File: src/rtl/gcd_operand_feeder_if.sv
// Bundle of the operand, core and result handshakes for gcd_operand_feeder.
// master = feeder side, slave = surrounding system (source, GCD core, sink).
`timescale 1ns/1ps
interface gcd_operand_feeder_if;
  logic        in_valid;
  logic        in_ready;
  logic [15:0] in_a;
  logic [15:0] in_b;
  logic        core_start;
  logic [15:0] core_data;
  logic        core_rst;
  logic        core_done;
  logic [15:0] core_result;
  logic        res_valid;
  logic        res_ready;
  logic [15:0] res_data;
  logic        res_err;

  modport master (
    input  in_valid, in_a, in_b, core_done, core_result, res_ready,
    output in_ready, core_start, core_data, core_rst, res_valid, res_data, res_err
  );

  modport slave (
    output in_valid, in_a, in_b, core_done, core_result, res_ready,
    input  in_ready, core_start, core_data, core_rst, res_valid, res_data, res_err
  );
endinterface

File: src/rtl/gcd_operand_feeder.sv
// Operand FIFO + sequencer feeding a subtract-loop GCD core; zero operands bypass the core.
// Optional RUN timeout/abort is enabled by defining GCD_FEEDER_TIMEOUT_EN.
`timescale 1ns/1ps
module gcd_operand_feeder #(
  parameter int DEPTH   = 4,
  parameter int TIMEOUT = 1024
) (
  input  logic                 clk,
  input  logic                 rst,
  gcd_operand_feeder_if.master bus
);

  localparam int PW = $clog2(DEPTH);
  localparam int CW = PW + 1;

  localparam logic [2:0] S_IDLE   = 3'd0;
  localparam logic [2:0] S_DECODE = 3'd1;
  localparam logic [2:0] S_LOAD_A = 3'd2;
  localparam logic [2:0] S_LOAD_B = 3'd3;
  localparam logic [2:0] S_RUN    = 3'd4;
  localparam logic [2:0] S_RESULT = 3'd5;
  localparam logic [2:0] S_CLEAR  = 3'd6;

  if ((DEPTH < 2) || ((DEPTH & (DEPTH - 1)) != 0) || (TIMEOUT < 2)) begin : g_param_check
    $error("gcd_operand_feeder: DEPTH must be a power of two >= 2 and TIMEOUT >= 2");
  end

  logic [31:0]   mem_q [DEPTH];
  logic [PW-1:0] wr_ptr_q, rd_ptr_q;
  logic [CW-1:0] count_q, count_d;
  logic          in_ready_q;
  logic          push, pop;

  logic [2:0]    state_q, state_d;
  logic [15:0]   op_a_q, op_b_q;
  logic          op_zero;
  logic          core_used_q;

  logic          core_start_q, core_rst_q, res_valid_q, res_err_q;
  logic [15:0]   core_data_q, res_data_q;

  // in_ready is registered, so a full FIFO can never see push and pop together.
  assign push    = bus.in_valid && in_ready_q;
  assign pop     = (state_q == S_IDLE) && (count_q != '0);
  assign count_d = count_q + CW'(push) - CW'(pop);
  assign op_zero = (op_a_q == 16'd0) || (op_b_q == 16'd0);

  always_ff @(posedge clk) begin
    if (push) begin
      mem_q[wr_ptr_q] <= {bus.in_a, bus.in_b};
    end
  end

  always_ff @(posedge clk) begin
    if (pop) begin
      {op_a_q, op_b_q} <= mem_q[rd_ptr_q];
    end
  end

`ifdef GCD_FEEDER_TIMEOUT_EN
  localparam int TW = (TIMEOUT > 2) ? $clog2(TIMEOUT) : 1;
  logic [TW-1:0] run_cnt_q;
  logic          timeout_hit;

  assign timeout_hit = (run_cnt_q == TW'(TIMEOUT - 1));

  always_ff @(posedge clk) begin
    if (rst) begin
      run_cnt_q <= '0;
    end else if (state_q != S_RUN) begin
      run_cnt_q <= '0;
    end else begin
      run_cnt_q <= run_cnt_q + 1'b1;
    end
  end
`endif

  always_comb begin
    state_d = state_q;
    case (state_q)
      S_IDLE:   if (count_q != '0) state_d = S_DECODE;
      S_DECODE: state_d = op_zero ? S_RESULT : S_LOAD_A;
      S_LOAD_A: state_d = S_LOAD_B;
      S_LOAD_B: state_d = S_RUN;
      S_RUN: begin
        if (bus.core_done) begin
          state_d = S_RESULT;
        end
`ifdef GCD_FEEDER_TIMEOUT_EN
        else if (timeout_hit) begin
          state_d = S_RESULT;
        end
`endif
      end
      S_RESULT: if (bus.res_ready) state_d = core_used_q ? S_CLEAR : S_IDLE;
      S_CLEAR:  state_d = S_IDLE;
      default:  state_d = S_IDLE;
    endcase
  end

  // Outputs are registered from the next state so they line up with the state they belong to.
  always_ff @(posedge clk) begin
    if (rst) begin
      state_q      <= S_IDLE;
      wr_ptr_q     <= '0;
      rd_ptr_q     <= '0;
      count_q      <= '0;
      in_ready_q   <= 1'b0;
      core_used_q  <= 1'b0;
      core_start_q <= 1'b0;
      core_data_q  <= 16'd0;
      core_rst_q   <= 1'b1;
      res_valid_q  <= 1'b0;
      res_data_q   <= 16'd0;
      res_err_q    <= 1'b0;
    end else begin
      state_q      <= state_d;
      count_q      <= count_d;
      in_ready_q   <= (count_d != CW'(DEPTH));
      core_start_q <= (state_d == S_LOAD_A);
      core_rst_q   <= (state_d == S_CLEAR);
      res_valid_q  <= (state_d == S_RESULT);
      if (push) wr_ptr_q <= wr_ptr_q + 1'b1;
      if (pop)  rd_ptr_q <= rd_ptr_q + 1'b1;

      if (state_d == S_LOAD_A) core_data_q <= op_a_q;
      if (state_d == S_LOAD_B) core_data_q <= op_b_q;

      if (state_q == S_DECODE) begin
        core_used_q <= !op_zero;
        if (op_zero) begin
          res_data_q <= op_a_q | op_b_q;
          res_err_q  <= 1'b0;
        end
      end

      if ((state_q == S_RUN) && (state_d == S_RESULT)) begin
        if (bus.core_done) begin
          res_data_q <= bus.core_result;
          res_err_q  <= 1'b0;
        end else begin
          res_data_q <= 16'd0;
          res_err_q  <= 1'b1;
        end
      end
    end
  end

  assign bus.in_ready   = in_ready_q;
  assign bus.core_start = core_start_q;
  assign bus.core_data  = core_data_q;
  assign bus.core_rst   = core_rst_q;
  assign bus.res_valid  = res_valid_q;
  assign bus.res_data   = res_data_q;
`ifdef GCD_FEEDER_TIMEOUT_EN
  assign bus.res_err    = res_err_q;
`else
  assign bus.res_err    = 1'b0;
`endif

endmodule

File: src/flat_wrapper.sv
// flat-port wrapper written by rule: the top's interface ports become plain ports
module gcd_operand_feeder_flat 
#(
  parameter int DEPTH   = 4,
  parameter int TIMEOUT = 1024
)
  (clk, rst, bus_in_valid, bus_in_a, bus_in_b, bus_core_done, bus_core_result, bus_res_ready, bus_in_ready, bus_core_start, bus_core_data, bus_core_rst, bus_res_valid, bus_res_data, bus_res_err);
  gcd_operand_feeder_if bus_i ();
  input  logic clk;
  input  logic rst;
  input wire logic [$bits(bus_i.in_valid)-1:0] bus_in_valid;
  input wire logic [$bits(bus_i.in_a)-1:0] bus_in_a;
  input wire logic [$bits(bus_i.in_b)-1:0] bus_in_b;
  input wire logic [$bits(bus_i.core_done)-1:0] bus_core_done;
  input wire logic [$bits(bus_i.core_result)-1:0] bus_core_result;
  input wire logic [$bits(bus_i.res_ready)-1:0] bus_res_ready;
  output wire logic [$bits(bus_i.in_ready)-1:0] bus_in_ready;
  output wire logic [$bits(bus_i.core_start)-1:0] bus_core_start;
  output wire logic [$bits(bus_i.core_data)-1:0] bus_core_data;
  output wire logic [$bits(bus_i.core_rst)-1:0] bus_core_rst;
  output wire logic [$bits(bus_i.res_valid)-1:0] bus_res_valid;
  output wire logic [$bits(bus_i.res_data)-1:0] bus_res_data;
  output wire logic [$bits(bus_i.res_err)-1:0] bus_res_err;
  assign bus_i.in_valid = bus_in_valid;
  assign bus_i.in_a = bus_in_a;
  assign bus_i.in_b = bus_in_b;
  assign bus_i.core_done = bus_core_done;
  assign bus_i.core_result = bus_core_result;
  assign bus_i.res_ready = bus_res_ready;
  assign bus_in_ready = bus_i.in_ready;
  assign bus_core_start = bus_i.core_start;
  assign bus_core_data = bus_i.core_data;
  assign bus_core_rst = bus_i.core_rst;
  assign bus_res_valid = bus_i.res_valid;
  assign bus_res_data = bus_i.res_data;
  assign bus_res_err = bus_i.res_err;
  gcd_operand_feeder #(.DEPTH(DEPTH), .TIMEOUT(TIMEOUT)) u_core (.clk(clk), .rst(rst), .bus(bus_i));
endmodule
File: config.mk
export PLATFORM = sky130hd
export DESIGN_NAME = gcd_operand_feeder_flat
export DESIGN_NICKNAME = d
export VERILOG_FILES = /design/src/rtl/gcd_operand_feeder_if.sv /design/src/rtl/gcd_operand_feeder.sv /design/src/flat_wrapper.sv
export SDC_FILE = /design/constraint.sdc
export NUM_CORES = 1
export LEC_CHECK = 0
export ABC_AREA = 1
export CAP_MARGIN = 20
export CORE_ASPECT_RATIO = 0.9
export CORE_MARGIN = 2
export CORE_UTILIZATION = 56
export CTS_CLUSTER_SIZE = 8
export DETAILED_ROUTE_END_ITERATION = 8
export GPL_ROUTABILITY_DRIVEN = 0
export GPL_TIMING_DRIVEN = 0
export PLACE_DENSITY = 0.83
export SYNTH_ARGS = -nofsm -noshare
export SYNTH_HDL_FRONTEND = slang
export SYNTH_SLANG_ARGS = --single-unit
File: constraint.sdc
create_clock -name clk -period 3.6 [get_ports clk]
set_input_delay 0.36 -clock clk [delete_from_list [all_inputs] [get_ports clk]]
set_output_delay 0.36 -clock clk [all_outputs]
set_load 0.005 [all_outputs]
==> reports/metrics.csv, run 1 <==
stage,metric,value,unit
floorplanning,io_pins,90,
clocking,cts_resized,0,
floorplanning,die_h,118.9,um
synthesis,yosysWarningCount,0,
cells_and_area,nNetsFinal,932,
synthesis,synth_area,8220,sq um
min_path,hold_start,rst,
routing,drt_iter0_markers,563,
critical_path,cp-end-kind,flop,
global_routing,antenna_found_initial,0,
critical_path,r2r_setup_slack,0.87,ns
floorplanning,rows,41,
timing,relSlewSlack,60.46,%
clocking,clk_path_buf_depth,3,
cells_and_area,drive_gt1_share,7.175,%
clocking,tritoncts,built,
global_routing,grt_pass1_wl,30500,um
timing,skew,0.01284,ns
critical_path,critPathMaxFanout,9,
synthesis,synthArstFlopShare,0,%
synthesis,syn_inst,749,
power_and_ir_drop,max-vdd-ir-drop,0.4931,mV
critical_path,reg2reg_to,u_core.bus.in_ready$_SDFF_PP0_,
cells_and_area,num_antenna_cells,0,
synthesis,yosysTopAreaCell,edfxtp_1,
clocking,cts.clk_slew.worst_paths,0.05,ns
synthesis,syn_nets,809,
timing,min_period_over_period,75.87,%
timing,setup_viol,0,
synthesis,synth_edf_count,160,
clocking,cts_num_sinks,207,
synthesis,ys_ff_latch,207,
timing,fin_hold_ws,0.1936,ns
critical_path,cp.arrival,3.15,ns
clocking,ctsHoldBuffers,0,
min_path,hold_depth,2,
routing,ant_nets,0,
timing,maxSlewViolCount,0,
global_routing,grt_use_total,24.96,%
synthesis,synth_top_area_share,58.45,%
flow_run,maxCapViolCount,0,
global_routing,grt_max_degree,30,
timing,worst-slew-pin-transition,0.5916,ns
critical_path,crit_path_start_kind,flop,
timing,max_freq,0.3661,GHz
routing,first_pass_iters,5,
floorplanning,core,14160,sq um
cells_and_area,fin_util,72.71,%
clocking,post-cts-setup-buffers,0,
cells_and_area,finalNonFillerCells,1085,
cells_and_area,area_delta_synth_final,25.24,%
power_and_ir_drop,powerDensity,794.4,nW/um^2
floorplanning,fp.dieW,131.7,um
synthesis,ys_top_cells_by_count,"edfxtp_1 (160), nand2_1 (134), nor2_1 (131)",
floorplanning,die-area,15670,sq um
synthesis,synthMostInstantiatedCell,edfxtp_1,
placement,io_buffers,87,
synthesis,ys_seq_area_share,69.89,%
global_routing,grt_pass1_vias,5814,
timing,finalSetupTns,0,ns
placement,dp_cells,1034,
synthesis,ys.flop_type,edfxtp_1,
timing,finalHoldViolations,0,
timing,rsz0062_at_grt,false,
routing,post_drt_via_cell_ratio,5.657,
placement,hpwl,12730,um
timing,fin_crit,2.731,ns
min_path,holdCritPathClass,input pin to flop,
clocking,numCtsBuffers,29,
routing,wire_per_inst,17.95,um
routing,vias,6138,
clocking,clk_latency,0.54,ns
power_and_ir_drop,leakage,0.003709,uW
routing,drc,0,
global_routing,grt_overflow,0,
outcome,outcome,completed,
critical_path,required,4.02,ns
clocking,clockRootBuffer,clkbuf_16,
synthesis,syn_area_per_cell,10.98,sq um
critical_path,crit_type,flop to flop,
routing,postRouteWirelength,19480,um
synthesis,synth_area_leaders,"edfxtp_1 (58%), dfxtp_1 (11%), nand2_1 (6.1%)",
clocking,cts_max_level,1,
min_path,min_to,u_core.bus.core_data[3]$_SDFFE_PP0P_,
critical_path,reg2reg_from,u_core.state_q[1]$_SDFF_PP0_,
critical_path,reg2reg_depth,12,
power_and_ir_drop,finalPower,8178,uW
floorplanning,initial_core_util,58.06,%
synthesis,yosysUniqueCellTypes,27,
## per-stage QoR
stage               area, sq um  setup WS [ns]
finish                    10290         0.8686
global route              10290         0.6742
CTS                       10290         0.8446
detailed placement         9470         0.9163
global placement           9333        -0.3136
floorplan                  8220         0.7836
## state kept, by name, summed over array words and instances (netlist names)
| name | cells |
|---|---|
| u_core.wr_ptr_q | 2 |
| u_core.op_b_q | 16 |
| u_core.bus.core_rst | 1 |
| u_core.state_q | 3 |
| u_core.mem_q | 128 |
| u_core.op_a_q | 16 |
| u_core.bus.in_ready | 1 |
| u_core.rd_ptr_q | 2 |
| u_core.count_q | 3 |
| u_core.bus.res_valid | 1 |
| u_core.bus.core_start | 1 |
| u_core.bus.res_data | 16 |
| u_core.core_used_q | 1 |
| u_core.bus.core_data | 16 |
## metal layers
layer	up-vias	wire, um	global-route usage (%)
li1	2832	-	-
met1	2889	7791	32.70
met2	360	9233	40.71
met3	57	1748	4.725
met4	0	705	11.68
met5	-	0	0
## cells in the final DEF, fill, tap and decap left out, types with 2 or more instances in the layout
| cell | netlist | routed |
|---|---|---|
| edfxtp_1 | 160 | 160 |
| nand2_1 | 134 | 134 |
| nor2_1 | 131 | 127 |
| o21ai_0 | 88 | 88 |
| clkdlybuf4s50_1 | 0 | 87 |
| dfxtp_1 | 47 | 47 |
| clkbuf_1 | 25 | 46 |
| inv_1 | 36 | 36 |
| nand3_1 | 35 | 35 |
| o22ai_1 | 32 | 32 |
| clkbuf_16 | 0 | 29 |
| a21oi_1 | 24 | 24 |
| buf_2 | 9 | 9 |
| ha_1 | 6 | 6 |
| nor2_4 | 0 | 4 |
| buf_4 | 4 | 4 |
| buf_12 | 0 | 4 |
| inv_2 | 3 | 3 |
| nand2_4 | 2 | 2 |
| nor3_1 | 2 | 2 |
## power breakdown
| group | switching (uW) | leakage (uW) | total, uW | internal (uW) |
|---|---|---|---|---|
| Clock | 941 | 0.000392 | 2440 | 1500 |
| Combinational | 1400 | 0.00147 | 2230 | 826 |
| Sequential | 319 | 0.00185 | 3510 | 3190 |
| Total | 2660 | 0.00371 | 8180 | 5520 |
## final cells by class
cell class | instances | area, sq um
Inverter | 40 | 152.6
Tap cell | 193 | 241.5
Timing Repair Buffer | 92 | 978.4
Buffer | 39 | 180.2
Fill cell | 938 | 3864
Clock buffer | 50 | 804.5
Multi-Input combinational cell | 463 | 2172
Clock inverter | 1 | 20.02
Sequential cell | 207 | 5746
## worst max-delay path: stages (launching register included)
cell	delay, ns
dfxtp_1	0.38
nor2_1	0.14
nand3_1	0.21
inv_1	0.43
ha_1	0.31
inv_1	0.06
ha_1	0.14
inv_1	0.05
fa_1	0.40
xnor2_1	0.15
xor2_1	0.15
o21ai_0	0.15
inv_1	0.05
## cells by family (layout without fill, tap and decap cells)
logic type	after synthesis	after routing	share of synthesized area [%]
xor+xnor	2	2	0.2131
simple gates	308	308	15.28
fa+ha+maj	7	7	1.157
other cells	1	1	0.04562
buf+inv	79	222	4.049
flops	207	207	69.89
compound gates	145	145	9.361
## worst max-delay path by stage
stage                                      start                              to
detailed placement  u_core.state_q[1]$_SDFF_PP0_  u_core.bus.in_ready$_SDFF_PP0_
global route        u_core.state_q[1]$_SDFF_PP0_  u_core.bus.in_ready$_SDFF_PP0_
floorplan           u_core.state_q[1]$_SDFF_PP0_  u_core.bus.in_ready$_SDFF_PP0_
finish              u_core.state_q[1]$_SDFF_PP0_  u_core.bus.in_ready$_SDFF_PP0_
CTS                 u_core.state_q[1]$_SDFF_PP0_  u_core.bus.in_ready$_SDFF_PP0_
global placement                    bus_in_valid    u_core.mem_q[3][4]$_DFFE_PP_
(Power assumes the default switching activity.)
==> run 2, diff against run 1 <==
clock period = 2.6 ns   (was 3.6 ns; I/O delays follow)
==> reports/metrics.csv, run 2 (synthesis gave the netlist of run 1 again) <==
stage,metric,value,unit
floorplanning,rows,41,
cells_and_area,largest_register_ffs,128,
critical_path,critPathMaxFanout,4,
cells_and_area,drive_gt1_share,7.830,%
floorplanning,die_h,118.9,um
floorplanning,initial_core_util,58.06,%
clocking,cts_resized,0,
power_and_ir_drop,finalPower,11340,uW
floorplanning,io_pins,90,
critical_path,crit_path_frequent_cell,inv_1,
outcome,outcome,completed,
placement,hpwl,12380,um
timing,rsz0062_at_grt,false,
placement,placed_cell_area,9467,sq um
critical_path,cp.arrival,2.78,ns
global_routing,grt_overflow,0,
timing,worst-slew-pin-transition,0.7035,ns
global_routing,grt_pass1_wl,30130,um
timing,relSlewSlack,52.85,%
critical_path,required,3.03,ns
placement,io_buffers,87,
floorplanning,die-area,15670,sq um
critical_path,reg2reg_to,u_core.bus.in_ready$_SDFF_PP0_,
timing,fin_crit,2.354,ns
global_routing,antenna_found_initial,0,
cells_and_area,final_cell_mix,"edfxtp_1 (160), nand2_1 (134), nor2_1 (127), o21ai_0 (88), clkdlybuf4s50_1 (87)",
routing,ant_nets,0,
power_and_ir_drop,powerDensity,1100,nW/um^2
placement,dp_cells,1033,
clocking,ctsHoldBuffers,0,
critical_path,slowest_delay,0.40,ns
critical_path,cp_cell_sequence,"nor2_1, nand2_1, nand3_2, clkinvlp_4, ha_4, inv_1, ha_1, inv_1, fa_1, xnor2_1, xor2_1, o21ai_0, inv_1",
global_routing,grt_pass1_vias,5807,
cells_and_area,fin_util,72.80,%
critical_path,crit_path_start_kind,flop,
power_and_ir_drop,leakage,0.003700,uW
routing,vias,6084,
cells_and_area,top_register,u_core.mem_q,
critical_path,cp-end-kind,flop,
timing,setup_viol,0,
floorplanning,core,14160,sq um
routing,postRouteWirelength,19170,um
min_path,min_to,u_core.bus.core_data[2]$_SDFFE_PP0P_,
timing,skew,0.01088,ns
cells_and_area,final_cell_area,10310,sq um
clocking,clk_path_buf_depth,3,
global_routing,grt_max_degree,29,
timing,min_period_over_period,90.54,%
clocking,cts_max_level,1,
cells_and_area,finalNonFillerCells,1087,
critical_path,reg2reg_depth,13,
flow_run,maxCapViolCount,0,
timing,max_freq,0.4248,GHz
routing,first_pass_iters,5,
clocking,numCtsBuffers,29,
cells_and_area,nNetsFinal,933,
clocking,tritoncts,built,
clocking,clockRootBuffer,clkbuf_16,
clocking,cts_num_sinks,207,
timing,finalHoldViolations,0,
routing,post_drt_via_cell_ratio,5.597,
clocking,clk_latency,0.54,ns
min_path,hold_start,rst,
routing,drt_iter0_markers,640,
cells_and_area,area_delta_synth_final,25.39,%
global_routing,grt_use_total,24.61,%
clocking,cts.clk_slew.worst_paths,0.05,ns
critical_path,r2r_setup_slack,0.25,ns
floorplanning,fp.dieW,131.7,um
timing,maxSlewViolCount,0,
critical_path,crit_family,adder cells,
power_and_ir_drop,max-vdd-ir-drop,0.5800,mV
cells_and_area,layout_commonest_cell,edfxtp_1,
timing,finalSetupTns,0,ns
min_path,hold_depth,2,
critical_path,path_buf_inv,4,
critical_path,reg2reg_from,u_core.count_q[1]$_SDFF_PP0_,
cells_and_area,num_antenna_cells,0,
critical_path,slowest_stage,fa_1,
routing,drc,0,
routing,wire_per_inst,17.64,um
critical_path,crit_type,flop to flop,
min_path,holdCritPathClass,input pin to flop,
-- run 2: worst max path at each step --
| stage | start | to | slack [ns] | cells past startpoint |
|---|---|---|---|---|
| finish | u_core.count_q[1]$_SDFF_PP0_ | u_core.bus.in_ready$_SDFF_PP0_ | 0.25 | 13 |
| global route | u_core.state_q[1]$_SDFF_PP0_ | u_core.bus.in_ready$_SDFF_PP0_ | 0.09 | 12 |
| CTS | u_core.count_q[1]$_SDFF_PP0_ | u_core.bus.in_ready$_SDFF_PP0_ | 0.25 | 13 |
| detailed placement | u_core.count_q[1]$_SDFF_PP0_ | u_core.bus.in_ready$_SDFF_PP0_ | -0.42 | 13 |
| global placement | bus_in_valid | u_core.mem_q[3][4]$_DFFE_PP_ | -1.19 | 3 |
| floorplan | u_core.count_q[1]$_SDFF_PP0_ | u_core.bus.in_ready$_SDFF_PP0_ | 0.01 | 13 |
-- run 2: final cells by class --
| class | instances | area, sq um |
|---|---|---|
| sequential | 207 | 5748 |
| fill | 930 | 3851 |
| timing repair buffer | 92 | 958.4 |
| timing repair inverter | 1 | 5.005 |
| inverter | 40 | 156.4 |
| clock buffer | 51 | 808.3 |
| clock inverter | 1 | 20.02 |
| multi-input combinational | 463 | 2190 |
| tap | 193 | 241.5 |
| buffer | 39 | 180.2 |
-- run 2: repair_timing --
item / in CTS / in global routing
setup endpoints to repair: 3 / 0
endpoints found under the hold margin: 0 / 0
setup buffers: 1 / 0
-- run 2: stage by stage --
step | hold slack, ns | worst slack, ns
global route | 0.1073 | 0.09407
floorplan | 0.3589 | 0.01356
finish | 0.07413 | 0.2460
global placement | 0.4722 | -1.195
detailed placement | 0.4837 | -0.4157
CTS | 0.07345 | 0.2499
-- run 2: layer usage --
layer,routed length (um),GRT usage [%]
met1,8005,33.71
met2,9016,39.23
met3,1433,4.342
met4,719,10.46
met5,0,0
-- run 2: power breakdown --
| part | internal [uW] | switching [uW] |
|---|---|---|
| Sequential | 4430 | 430 |
| Combinational | 1110 | 1980 |
| Clock | 2080 | 1310 |
